### config.mk
export PLATFORM = sky130hd
export DESIGN_NAME = dma_read_engine
export DESIGN_NICKNAME = d
export VERILOG_FILES = /design/src/rtl/dma_pkg.sv /design/src/rtl/dma_read_engine.sv
export SDC_FILE = /design/constraint.sdc
export NUM_CORES = 1
export LEC_CHECK = 0
export ABC_AREA = 0
export BUFFER_PORTS_ARGS = -buffer_cell sky130_fd_sc_hd__buf_2
export CORE_AREA = 2 2 432 434
export CTS_CLUSTER_DIAMETER = 50
export DETAILED_ROUTE_END_ITERATION = 7
export DIE_AREA = 0 0 434 436
export PLACE_DENSITY = 0.41
export SETUP_SLACK_MARGIN = 0.2
export SYNTH_ARGS = -nofsm -noshare
export SYNTH_HDL_FRONTEND = slang
export SYNTH_SLANG_ARGS = --single-unit
export TNS_END_PERCENT = 1
### constraint.sdc
create_clock -name clk -period 5.5 [get_ports clk]
set_clock_uncertainty 0.2 [all_clocks]
set_input_delay 0.55 -clock clk [delete_from_list [all_inputs] [get_ports clk]]
set_output_delay 0.55 -clock clk [all_outputs]
set_load 0.05 [all_outputs]
### src/rtl/dma_pkg.sv
// Definitions shared by the DMA engines and controller_v2: bus widths and
// the read-engine state encoding.
package dma_pkg;

   localparam int unsigned DMA_ADDR_WIDTH = 27;
   localparam int unsigned DMA_DATA_WIDTH = 512;

   typedef enum logic [1:0] {
      IDLE = 2'd0,
      ACK  = 2'd1,
      BUSY = 2'd2
   } dma_state_t;

endpackage

### src/rtl/dma_read_engine.sv
// Read-side responder for the dma_engineer_* interface. It takes one
// request, bursts reads to memory with a bounded number in flight, and
// streams the returned words with an end-of-packet marker.
module dma_read_engine
   import dma_pkg::*;
#(
   parameter int unsigned ADDR_WIDTH      = DMA_ADDR_WIDTH,
   parameter int unsigned DATA_WIDTH      = DMA_DATA_WIDTH,
   parameter int unsigned MAX_OUTSTANDING = 8
) (
   input  logic                  clk,
   input  logic                  rst,
   input  logic                  dma_engineer_req,
   output logic                  dma_engineer_ack,
   input  logic [ADDR_WIDTH-1:0] dma_engineer_start_addr,
   input  logic [ADDR_WIDTH-1:0] dma_engineer_length,
   output logic [DATA_WIDTH-1:0] dma_engineer_dout,
   output logic                  dma_engineer_dout_en,
   output logic                  dma_engineer_dout_eop,
   output logic                  mem_rd_req,
   output logic [ADDR_WIDTH-1:0] mem_rd_addr,
   input  logic                  mem_rd_gnt,
   input  logic [DATA_WIDTH-1:0] mem_rd_data,
   input  logic                  mem_rd_valid
);

   localparam int unsigned           OUT_W   = $clog2(MAX_OUTSTANDING) + 1;
   localparam logic [OUT_W-1:0]      OUT_MAX = OUT_W'(MAX_OUTSTANDING);
   localparam logic [OUT_W-1:0]      OUT_ONE = OUT_W'(1);
   localparam logic [ADDR_WIDTH-1:0] A_ONE   = ADDR_WIDTH'(1);

   dma_state_t            state;
   logic [ADDR_WIDTH-1:0] addr_q;
   logic [ADDR_WIDTH-1:0] len_q;
   logic [ADDR_WIDTH-1:0] issued;
   logic [ADDR_WIDTH-1:0] returned;
   logic [OUT_W-1:0]      outstanding;
   logic                  rd_accept;

   // Request side depends on registered state only, so gnt never loops back into req.
   always_comb begin
      mem_rd_req  = (state == BUSY) && (issued < len_q) && (outstanding < OUT_MAX);
      mem_rd_addr = addr_q + issued;
      rd_accept   = mem_rd_req && mem_rd_gnt;
   end

   always_ff @(posedge clk) begin
      if (!rst) begin
         state                 <= IDLE;
         addr_q                <= '0;
         len_q                 <= '0;
         issued                <= '0;
         returned              <= '0;
         outstanding           <= '0;
         dma_engineer_ack      <= 1'b0;
         dma_engineer_dout     <= '0;
         dma_engineer_dout_en  <= 1'b0;
         dma_engineer_dout_eop <= 1'b0;
      end else begin
         dma_engineer_ack      <= 1'b0;
         dma_engineer_dout_en  <= 1'b0;
         dma_engineer_dout_eop <= 1'b0;
         case (state)
            IDLE: begin
               if (dma_engineer_req) begin
                  addr_q           <= dma_engineer_start_addr;
                  len_q            <= dma_engineer_length;
                  issued           <= '0;
                  returned         <= '0;
                  outstanding      <= '0;
                  dma_engineer_ack <= 1'b1;
                  state            <= ACK;
               end
            end
            ACK: begin
               state <= (len_q == '0) ? IDLE : BUSY;
            end
            BUSY: begin
               if (rd_accept)
                  issued <= issued + A_ONE;
               if (rd_accept && !mem_rd_valid)
                  outstanding <= outstanding + OUT_ONE;
               else if (!rd_accept && mem_rd_valid)
                  outstanding <= outstanding - OUT_ONE;
               if (mem_rd_valid) begin
                  dma_engineer_dout    <= mem_rd_data;
                  dma_engineer_dout_en <= 1'b1;
                  returned             <= returned + A_ONE;
                  // Last word: the eop edge is also the return to IDLE.
                  if (returned == len_q - A_ONE) begin
                     dma_engineer_dout_eop <= 1'b1;
                     state                 <= IDLE;
                  end
               end
            end
            default: state <= IDLE;
         endcase
      end
   end

endmodule

==> results.json, run 1 <==
{
  "synth_edf_count": 0,
  "ys_seq_area_share_pct": 49.7,
  "grt_pass1_wl_um": 196000,
  "dieArea_um2": 189000,
  "floorplan.initialDensity_pct": 13.7,
  "synthArstFlopShare_pct": 0,
  "drcViolationCount": 0,
  "cts_buffers": 104,
  "dp_slack_ps": 1090,
  "cp_top_family": "compound AO/OA/AOI/OAI gates",
  "synthCells": 3271,
  "core_area_um2": 185000,
  "grt_max_degree": 176,
  "setup_tns_ps": 0,
  "grt_usage_pct": 14.0,
  "power_w": 0.0137,
  "yosysUniqueCellTypes": 65,
  "period_needed_ps": 4960,
  "tightest_slew_ps": 1170,
  "routabilityCongestion": 0.873,
  "firstDrtPassIters": 5,
  "grt_overflow": 0,
  "port_buffers": 1113,
  "rsz0062_at_grt": "no",
  "nets": 5478,
  "slowest_stage": "dfxtp_1",
  "critPathMaxStageDelay_ps": 420,
  "hold_class": "input port to flip-flop",
  "drive_above_1_share_pct": 27.4,
  "netlist_area_um2": 25400,
  "clk_path_buf_depth": 3,
  "setup_ws_ps": 542,
  "die_y_um": 436,
  "cts.clk_slew.worst_paths_ps": 50,
  "cts_tree": "done",
  "cts_sinks": 629,
  "ys_seq_elements": 629,
  "clk_latency_ps": 770,
  "required_ps": 4750,
  "synth_warnings": 0,
  "final-seq-area_um2": 12600,
  "critical_path_class": "flip-flop to output pin",
  "pwr-share-comb_pct": 13.8,
  "relSlewSlack_pct": 22.0,
  "io_pins": 1114,
  "multiInputGateArea_um2": 11700,
  "syn_area_per_cell_um2": 7.75,
  "switchingPower_w": 0.00399,
  "areaGrowthSynthToFinish_pct": 68.9,
  "drv_slew": 0,
  "maxCapViolCount": 0,
  "h-tree-depth": 3,
  "wl_um": 138000,
  "cp_common_cell": "o211ai_1",
  "hold_violations": 0,
  "critPathMaxFanout": 5,
  "leakage_nw": 17.9,
  "postCtsSetupBuffers": 0,
  "critical_path.cell_chain": "ha_1, o211ai_1, a21oi_1, o21ai_0, nand4_1, o211ai_1, a31oi_2, and4_1, nor3_1, buf_2",
  "antenna_found_initial": 24,
  "num_vias": 28670,
  "power_density_nw_per_um2": 319,
  "arrival_ps": 4210,
  "worstSetupEndpointType": "output pin",
  "crit_path_start_kind": "flip-flop",
  "place_hpwl_um": 104000,
  "fin_util_pct": 23.2,
  "vias_per_cell": 3.86,
  "root_buffer": "clkbuf_16",
  "cp.buffers_inverters": 1,
  "post_drt_wl_per_cell_um": 18.6,
  "setup_viol": 0,
  "fmax_mhz": 202,
  "syn_nets": 3901,
  "nFillCells": 20675,
  "dieWidth_um": 434,
  "status": "finished clean",
  "irDropWorstVdd_uv": 206,
  "drt_iter0_markers": 1600,
  "ys.flop_type": "dfxtp_1",
  "rows": 158,
  "pwr-share-clk_pct": 51.2,
  "fin_crit_sh_pct": 90.1,
  "swShare_pct": 29.2,
  "p_int_w": 0.00967,
  "postRouteAntennaNets": 0,
  "seqPwrFrac_pct": 35.1,
  "first_global_vias": 28623
}
==> area by class of cell <==
class                           count  area share (%)
Antenna cell                       12          0.0701
Sequential cell                   629            29.4
Timing Repair Buffer             1695            26.7
Inverter                           52           0.473
Clock buffer                      128            6.59
Multi-Input combinational cell   2366            27.4
Tap cell                         2480            7.25
Clock inverter                     65            2.13
==> Yosys cell counts (all sizes together) (4+ instances only) <==
library cell,count,area [um2]
a2111oi,7,61.3
a211oi,17,128
a21boi,34,255
a21o,18,135
a21oi,597,2990
a31oi,9,56.3
and2,4,25.0
and3,15,93.8
and4,6,52.6
buf,17,92.6
clkbuf,207,777
dfxtp,629,12600
ha,57,713
inv,52,195
mux2i,5,50.1
nand2,1191,4470
nand2b,9,56.3
nand3,44,225
nand4,23,144
nor2,73,274
nor2b,8,50.1
nor3,23,120
nor4,13,118
o211ai,12,90.1
o21ai,37,185
or2,7,43.8
or3,15,93.8
or4,11,90.1
xnor2,62,551
xor2,23,201
==> kinds of logic (layout without fill, tap and decap cells) <==
family                     after synthesis  count (layout)  share of synthesized area [%]
AOI/OAI and AO/OA                      767             767                           16.6
xor gates and xnor gates                85              85                           2.97
adders and majority gates               59              59                           2.97
buffers and inverters                  276            1940                           4.20
DFF                                    629             629                           49.7
muxes                                    6               6                          0.242
other                                    0              12                              0
and+or+nand+nor                       1449            1449                           23.4
==> registers in the layout, summed over array words and instances (netlist names) <==
signal / cells
len_q: 27
dma_engineer_dout_en: 1
returned: 27
state: 2
dma_engineer_dout: 512
dma_engineer_ack: 1
dma_engineer_dout_eop: 1
outstanding: 4
addr_q: 27
issued: 27
==> final timing paths <==
| check | start | slack [ps] | endpoint | depth (start not counted) |
|---|---|---|---|---|
| worst max register to register | len_q[22] | 1690 | outstanding[3] | 14 |
| worst max-delay path | issued[3] | 540 | mem_rd_addr[26] | 10 |
| worst min register to register | dma_engineer_dout[505] | 250 | dma_engineer_dout[505] | 2 |
| worst min-delay path | dma_engineer_length[18] | 50 | len_q[18] | 3 |
==> placed cells by master (no fill, tap or decap), types with 9 or more instances in the layout <==
master         instances
a211oi_1              17
a21boi_0              34
a21o_1                18
a21oi_1              597
and3_1                15
buf_2               1113
buf_4                 21
bufinv_16             12
clkbuf_1              11
clkbuf_16            104
clkbuf_8              13
clkinv_2              13
clkinv_4              10
dfxtp_1              629
diode_2               12
dlygate4sd3_1        553
ha_1                  57
inv_1                 51
inv_6                 11
nand2_1             1189
nand2b_1               9
nand3_1               43
nand4_1               23
nor2_1                73
nor3_1                22
nor4_1                10
o211ai_1              12
o21ai_0               37
or3_1                 15
or4_1                  9
xnor2_1               61
xor2_1                23
==> power by group through the flow <==
| stage | Combinational (W) | Sequential, W | Clock [W] |
|---|---|---|---|
| floorplan | 0.000590 | 0.00521 | 0 |
| global placement | 0.00158 | 0.00488 | 0 |
| detailed placement | 0.00158 | 0.00488 | 0 |
| CTS | 0.00192 | 0.00479 | 0.00723 |
| global route | 0.00203 | 0.00480 | 0.00741 |
| finish | 0.00188 | 0.00479 | 0.00699 |
==> worst min-delay path, stage by stage <==
cell and delay (ps):
buf_2 100, nand2_1 190, a21oi_1 90
==> layer usage <==
metal | global-route usage, % | vias up | routed length (um)
li1 | - | 14024 | -
met1 | 15.8 | 13460 | 53700
met2 | 24.3 | 931 | 67700
met3 | 3.05 | 253 | 8780
met4 | 8.08 | 2 | 7890
met5 | 0 | - | 16
==> metrics by stage <==
step / instances / instance area (um2) / hold slack (ps)
after floorplan: 3271 / 25400 / 238
after global placement: 6669 / 33500 / 239
after detailed placement: 6669 / 33500 / 243
after CTS: 7415 / 42800 / 1.97
after global routing: 7425 / 42800 / 10.6
final: 7427 / 42800 / 52.5
==> timing repair <==
item / CTS / global route
endpoints found under the setup margin: 0 / 1
endpoints found under the hold margin: 553 / 0
hold buffers: 553 / 0
resized for setup: 0 / 1
(Power assumes the default switching activity.)
==> inputs of run 2 (changes only) <==
--- a/config.mk
+++ b/config.mk
@@ -5,13 +5,13 @@
 export SDC_FILE = /design/constraint.sdc
 export NUM_CORES = 1
 export LEC_CHECK = 0
-export ABC_AREA = 0
+export ABC_AREA = 1
 export BUFFER_PORTS_ARGS = -buffer_cell sky130_fd_sc_hd__buf_2
-export CORE_AREA = 2 2 432 434
+export CORE_AREA = 10 10 430 432
 export CTS_CLUSTER_DIAMETER = 50
 export DETAILED_ROUTE_END_ITERATION = 7
-export DIE_AREA = 0 0 434 436
-export PLACE_DENSITY = 0.41
+export DIE_AREA = 0 0 440 442
+export PLACE_DENSITY = 0.42
 export SETUP_SLACK_MARGIN = 0.2
 export SYNTH_ARGS = -nofsm -noshare
 export SYNTH_HDL_FRONTEND = slang
==> results.json, run 2 <==
{
  "status": "finished clean",
  "postRouteAntennaNets": 0,
  "holdWs_ps": 19.4,
  "period_needed_ps": 4500,
  "die_y_um": 442,
  "port_buffers": 1113,
  "synthArstFlopShare_pct": 0,
  "num_vias": 29822,
  "required_ps": 4750,
  "cts_buffers": 106,
  "leakage_nw": 18.4,
  "grt_most_used_layer": "met2",
  "wl_um": 160000,
  "areaGrowthSynthToFinish_pct": 67.5,
  "fin_crit_sh_pct": 81.8,
  "vias_per_cell": 3.98,
  "post_drt_wl_per_cell_um": 21.4,
  "yosysUniqueCellTypes": 46,
  "gr-usage-met3_pct": 5.39,
  "rsz0062_at_grt": "no",
  "use_met1_pct": 16.7,
  "drt_iter0_markers": 2047,
  "irDropWorstVdd_uv": 261,
  "ys_seq_elements": 629,
  "largest_reg_flops": 512,
  "place_hpwl_um": 126000,
  "syn_area_per_cell_um2": 7.41,
  "final_common_cell": "nand2_1",
  "netlist_area_um2": 25600,
  "synth_edf_count": 0,
  "first_global_vias": 29683,
  "critPathMaxFanout": 6,
  "hold_class": "input port to flip-flop",
  "rr_startpoint": "state[1]",
  "ys_seq_area_share_pct": 49.2,
  "h-tree-depth": 3,
  "dieArea_um2": 194000,
  "power_w": 0.0144,
  "nets": 5669,
  "yosysMostFrequentCell": "nand2_1",
  "clk_latency_ps": 740,
  "drive_above_1_share_pct": 26.3,
  "critical_path_class": "flip-flop to output pin",
  "power_density_nw_per_um2": 336,
  "worstSetupEndpointType": "output pin",
  "root_buffer": "clkbuf_16",
  "hold_violations": 0,
  "floorplan.initialDensity_pct": 14.6,
  "arrival_ps": 3750,
  "setup_viol": 0,
  "core_area_um2": 176000,
  "drcViolationCount": 0,
  "fmax_mhz": 222,
  "grt_overflow": 0,
  "relSlewSlack_pct": 22.7,
  "maxCapViolCount": 0,
  "grt_util_met2_pct": 28.0,
  "grt_usage_pct": 15.7,
  "regMostFlops": "dma_engineer_dout",
  "antenna_found_initial": 64,
  "worstSetupStartpoint": "issued[0]",
  "yosysTopAreaCell": "dfxtp_1",
  "layout_common_cells": "nand2_1 (1306), buf_2 (1113), dfxtp_1 (629)",
  "postCtsSetupBuffers": 0,
  "routabilityCongestion": 0.997,
  "yosys-top-cells-count": "nand2_1 (1306), dfxtp_1 (629), a21oi_1 (606)",
  "grt_pass1_wl_um": 222000,
  "ys.flop_type": "dfxtp_1",
  "setup_tns_ps": 0,
  "cts_sinks": 629,
  "crit_path_start_kind": "flip-flop",
  "drv_slew": 0,
  "tightest_slew_ps": 1160,
  "design_area_um2": 42800,
  "grt_max_degree": 198,
  "synthCells": 3453,
  "synth_top_area_share_pct": 49.2,
  "firstDrtPassIters": 6,
  "min_from": "mem_rd_data[440]",
  "dieWidth_um": 440,
  "rows": 154,
  "syn_nets": 4083,
  "cts.clk_slew.worst_paths_ps": 50,
  "synthTopCellsByArea": "dfxtp_1 (49%), nand2_1 (19%), a21oi_1 (12%)",
  "clk_path_buf_depth": 3,
  "io_pins": 1114,
  "synth_warnings": 0,
  "dpl_cell_area_um2": 33600,
  "ctsResizeCount": 0,
  "cts_tree": "done"
}
-- run 2: cell types whose count changed in the layout (fill, tap and decap cells not counted), moves of 14 or more --
cell / previous run / this run
nand3_1: 43 / 58
xor2_1: 23 / 37
o21ai_0: 37 / 72
xnor2_1: 61 / 26
a21o_1: 18 / 2
a21boi_0: 34 / 2
a22o_1: 0 / 26
and3_1: 15 / 1
nor2_1: 73 / 134
diode_2: 12 / 26
dlygate4sd3_1: 553 / 538
or3_1: 15 / 0
inv_1: 51 / 153
nand2_1: 1189 / 1306
-- run 2: logic make-up after synthesis --
logic type / after synthesis / synth area share (%)
and+or+nand+nor: 1605 / 25.0
AOI/OAI and AO/OA: 742 / 15.1
DFF: 629 / 49.2
buffers and inverters: 355 / 5.57
xor gates and xnor gates: 63 / 2.16
adders and majority gates: 59 / 2.94
-- run 2: power breakdown --
| group | leakage, nW | switching (W) | internal, W |
|---|---|---|---|
| Combinational | 11.5 | 0.00159 | 0.000774 |
| Clock | 1.84 | 0.00271 | 0.00447 |
| Sequential | 5.10 | 0.000125 | 0.00475 |
| Total | 18.4 | 0.00442 | 0.00999 |
-- run 2: timing repair --
item,CTS,global route
endpoints found under the hold margin,537,1
setup endpoints to repair,0,0
hold buffers,537,1
-- run 2: path summary, 6_finish.rpt --
| kind | end | slack (ps) | cells past startpoint |
|---|---|---|---|
| max | mem_rd_addr[16] | 1000 | 10 |
| min | dma_engineer_dout[440] | 20 | 3 |
| max reg2reg | dma_engineer_dout[97] | 1970 | 8 |
| min reg2reg | dma_engineer_dout[491] | 260 | 2 |
-- run 2: routing by layer --
layer	share of wire, %	vias up
met5	0.072	-
met4	3.6	20
met3	7.7	295
met2	52	990
met1	37	14067
li1	-	14450
-- run 2: worst max-delay path, stage by stage (launching register included) --
cell      delay (ps)
dfxtp_1          430
ha_1             210
inv_1             50
fa_1             410
o21ai_1          260
a21oi_1          190
o21bai_1         450
a21oi_1          190
o21ai_1          240
xor2_1           250
buf_2            330
-- run 2: per-stage QoR --
stage	setup WS [ps]	instances	utilization, %
floorplan	2080	3453	-
global placement	1750	6733	19.1
detailed placement	1790	6733	19.1
CTS	930	7468	24.3
global route	660	7491	24.4
finish	1000	7495	24.4
-- run 2: layout make-up --
type | count | area, um2
repair buffers | 1673 | 11200
multi-input cells | 2469 | 11600
fillers | 19605 | 133000
flip-flops and latches | 629 | 12600
inverters | 160 | 616
well taps | 2340 | 2930
clock buffers | 130 | 2870
diodes | 26 | 65.1
clock inverters | 68 | 966
==> inputs of run 3 (changes only) <==
--- a/config.mk
+++ b/config.mk
@@ -7,11 +7,11 @@
 export LEC_CHECK = 0
 export ABC_AREA = 1
 export BUFFER_PORTS_ARGS = -buffer_cell sky130_fd_sc_hd__buf_2
-export CORE_AREA = 10 10 430 432
+export CORE_AREA = 10 10 427 429
 export CTS_CLUSTER_DIAMETER = 50
 export DETAILED_ROUTE_END_ITERATION = 7
-export DIE_AREA = 0 0 440 442
-export PLACE_DENSITY = 0.42
+export DIE_AREA = 0 0 437 439
+export PLACE_DENSITY = 0.44
 export SETUP_SLACK_MARGIN = 0.2
 export SYNTH_ARGS = -nofsm -noshare
 export SYNTH_HDL_FRONTEND = slang
==> constraint.sdc (replaced) <==
create_clock -name clk -period 3.9 [get_ports clk]
set_clock_uncertainty 0.2 [all_clocks]
set_input_delay 0.39 -clock clk [delete_from_list [all_inputs] [get_ports clk]]
set_output_delay 0.39 -clock clk [all_outputs]
set_load 0.05 [all_outputs]
==> results.json, run 3 (synthesis gave the netlist of run 2 again) <==
{
  "arrival_ps": 3040,
  "areaGrowthSynthToFinish_pct": 69.0,
  "power_density_nw_per_um2": 452,
  "grt_max_degree": 145,
  "cts.clk_slew.worst_paths_ps": 50,
  "setup_tns_ps": 0,
  "tightest_slew_ps": 987,
  "required_ps": 3310,
  "worstSetupStartpoint": "issued[3]",
  "postRouteAntennaNets": 0,
  "leakage_nw": 18.5,
  "vias_per_cell": 3.99,
  "largest_reg_flops": 512,
  "h-tree-depth": 3,
  "routabilityCongestion": 0.987,
  "critPathMaxFanout": 6,
  "grt_pass1_wl_um": 218000,
  "rr_startpoint": "len_q[7]",
  "regMostFlops": "dma_engineer_dout",
  "cp_common_cell": "a21oi_1",
  "firstDrtPassIters": 6,
  "drv_slew": 0,
  "worstSetupEndpointType": "output pin",
  "setup_viol": 0,
  "irDropWorstVdd_uv": 340,
  "fmax_mhz": 275,
  "drive_above_1_share_pct": 26.9,
  "cts_buffers": 103,
  "grt_usage_pct": 15.4,
  "first_global_vias": 29941,
  "num_vias": 30088,
  "floorplan.initialDensity_pct": 14.7,
  "critical_path_class": "flip-flop to output pin",
  "slowest_stage": "dfxtp_2",
  "rows": 153,
  "grt_overflow": 0,
  "clk_path_buf_depth": 3,
  "cts_tree": "done",
  "critPathMaxStageDelay_ps": 350,
  "place_hpwl_um": 124000,
  "port_buffers": 1113,
  "wl_um": 157000,
  "antenna_found_initial": 66,
  "maxCapViolCount": 0,
  "cts_sinks": 629,
  "hold_violations": 0,
  "die_y_um": 439,
  "relSlewSlack_pct": 34.2,
  "drt_iter0_markers": 2442,
  "fin_util_pct": 24.9,
  "layout_common_cells": "nand2_1 (1304), buf_2 (1103), dfxtp_1 (621)",
  "clk_latency_ps": 720,
  "min_from": "mem_rd_valid",
  "post_drt_wl_per_cell_um": 20.9,
  "core_area_um2": 173000,
  "status": "finished clean",
  "crit_path_start_kind": "flip-flop",
  "hold_class": "input port to flip-flop",
  "rsz0062_at_grt": "yes",
  "drcViolationCount": 0,
  "dieWidth_um": 437,
  "critical_path.cell_chain": "ha_1, a21oi_1, o21ai_4, a21oi_4, o21bai_1, buf_4, a21oi_1, o21ai_2, nand2_1, nand3_1, nand2_2, buf_6",
  "final_common_cell": "nand2_1",
  "dieArea_um2": 192000,
  "period_needed_ps": 3630,
  "rrSetupSlack_ps": 570,
  "nets": 5722,
  "io_pins": 1114,
  "root_buffer": "clkbuf_16",
  "fin_crit_sh_pct": 93.2
}
## run 3: cell types whose count changed in the layout (fill, tap and decap cells not counted), sizes merged
| cell | delta |
|---|---|
| diode | +13 |
| inv | +11 |
| clkbuf | -4 |
| bufinv | -10 |
| dlygate4sd3 | +32 |
| clkinv | -2 |
| clkinvlp | -1 |
| buf | +22 |
## run 3: per-layer routing
layer  wire length [um]  share of wire, %  up-vias  global-route usage, %
li1                   -                 -    14576                      -
met1              57700                37    14072                   16.6
met2              77500                49     1125                   26.4
met3              15200               9.7      283                   6.41
met4               6600               4.2       32                   6.73
met5                192              0.12        -                      0
## run 3: worst paths after layout
kind	endpoint	cells after the start
setup / recovery	mem_rd_addr[22]	12
hold / removal	state[1]	6
setup reg to reg	outstanding[2]	20
hold reg to reg	dma_engineer_dout[49]	2
## run 3: worst max-delay path: cells and delay by family, from the launching register on
family	cells	cell delay (ps)
and+or+nand+nor	3	290
AOI/OAI and AO/OA	6	1000
adders and majority gates	1	340
DFF	1	350
buffers and inverters	2	320
## run 3: cell type report
cell class | instances | area [um2]
Sequential cell | 629 | 12600
Timing Repair Buffer | 1729 | 11800
Inverter | 160 | 616
Antenna cell | 39 | 97.6
Multi-Input combinational cell | 2469 | 11700
Clock buffer | 124 | 2790
Fill cell | 19239 | 130000
Clock inverter | 66 | 681
Tap cell | 2325 | 2910
## run 3: stage by stage
stage	worst slack [ps]	instances	hold WS (ps)	total power, W	cell area (um2)
2_1_floorplan	641	3453	249	0.00876	25600
3_3_place_gp	576	6737	249	0.00991	33700
3_5_place_dp	530	6737	252	0.00993	33700
4_1_cts	154	7501	0.610	0.0198	43000
5_1_grt	100	7530	64.6	0.0203	43200
6_report	266	7541	91.6	0.0195	43200
## run 3: where the power goes
group	leakage, nW	internal, W	switching [W]
Sequential	5.10	0.00669	0.000177
Clock	1.68	0.00551	0.00372
Combinational	11.8	0.00115	0.00228
Total	18.5	0.0134	0.00618
## run 3: what timing repair did
item | CTS | global route
setup endpoints to repair | 17 | 17
pin swaps | 9 | 4
hold buffers | 570 | 0
hold endpoints to repair | 585 | 0
setup buffers | 4 | 1
resized for setup | 30 | 21
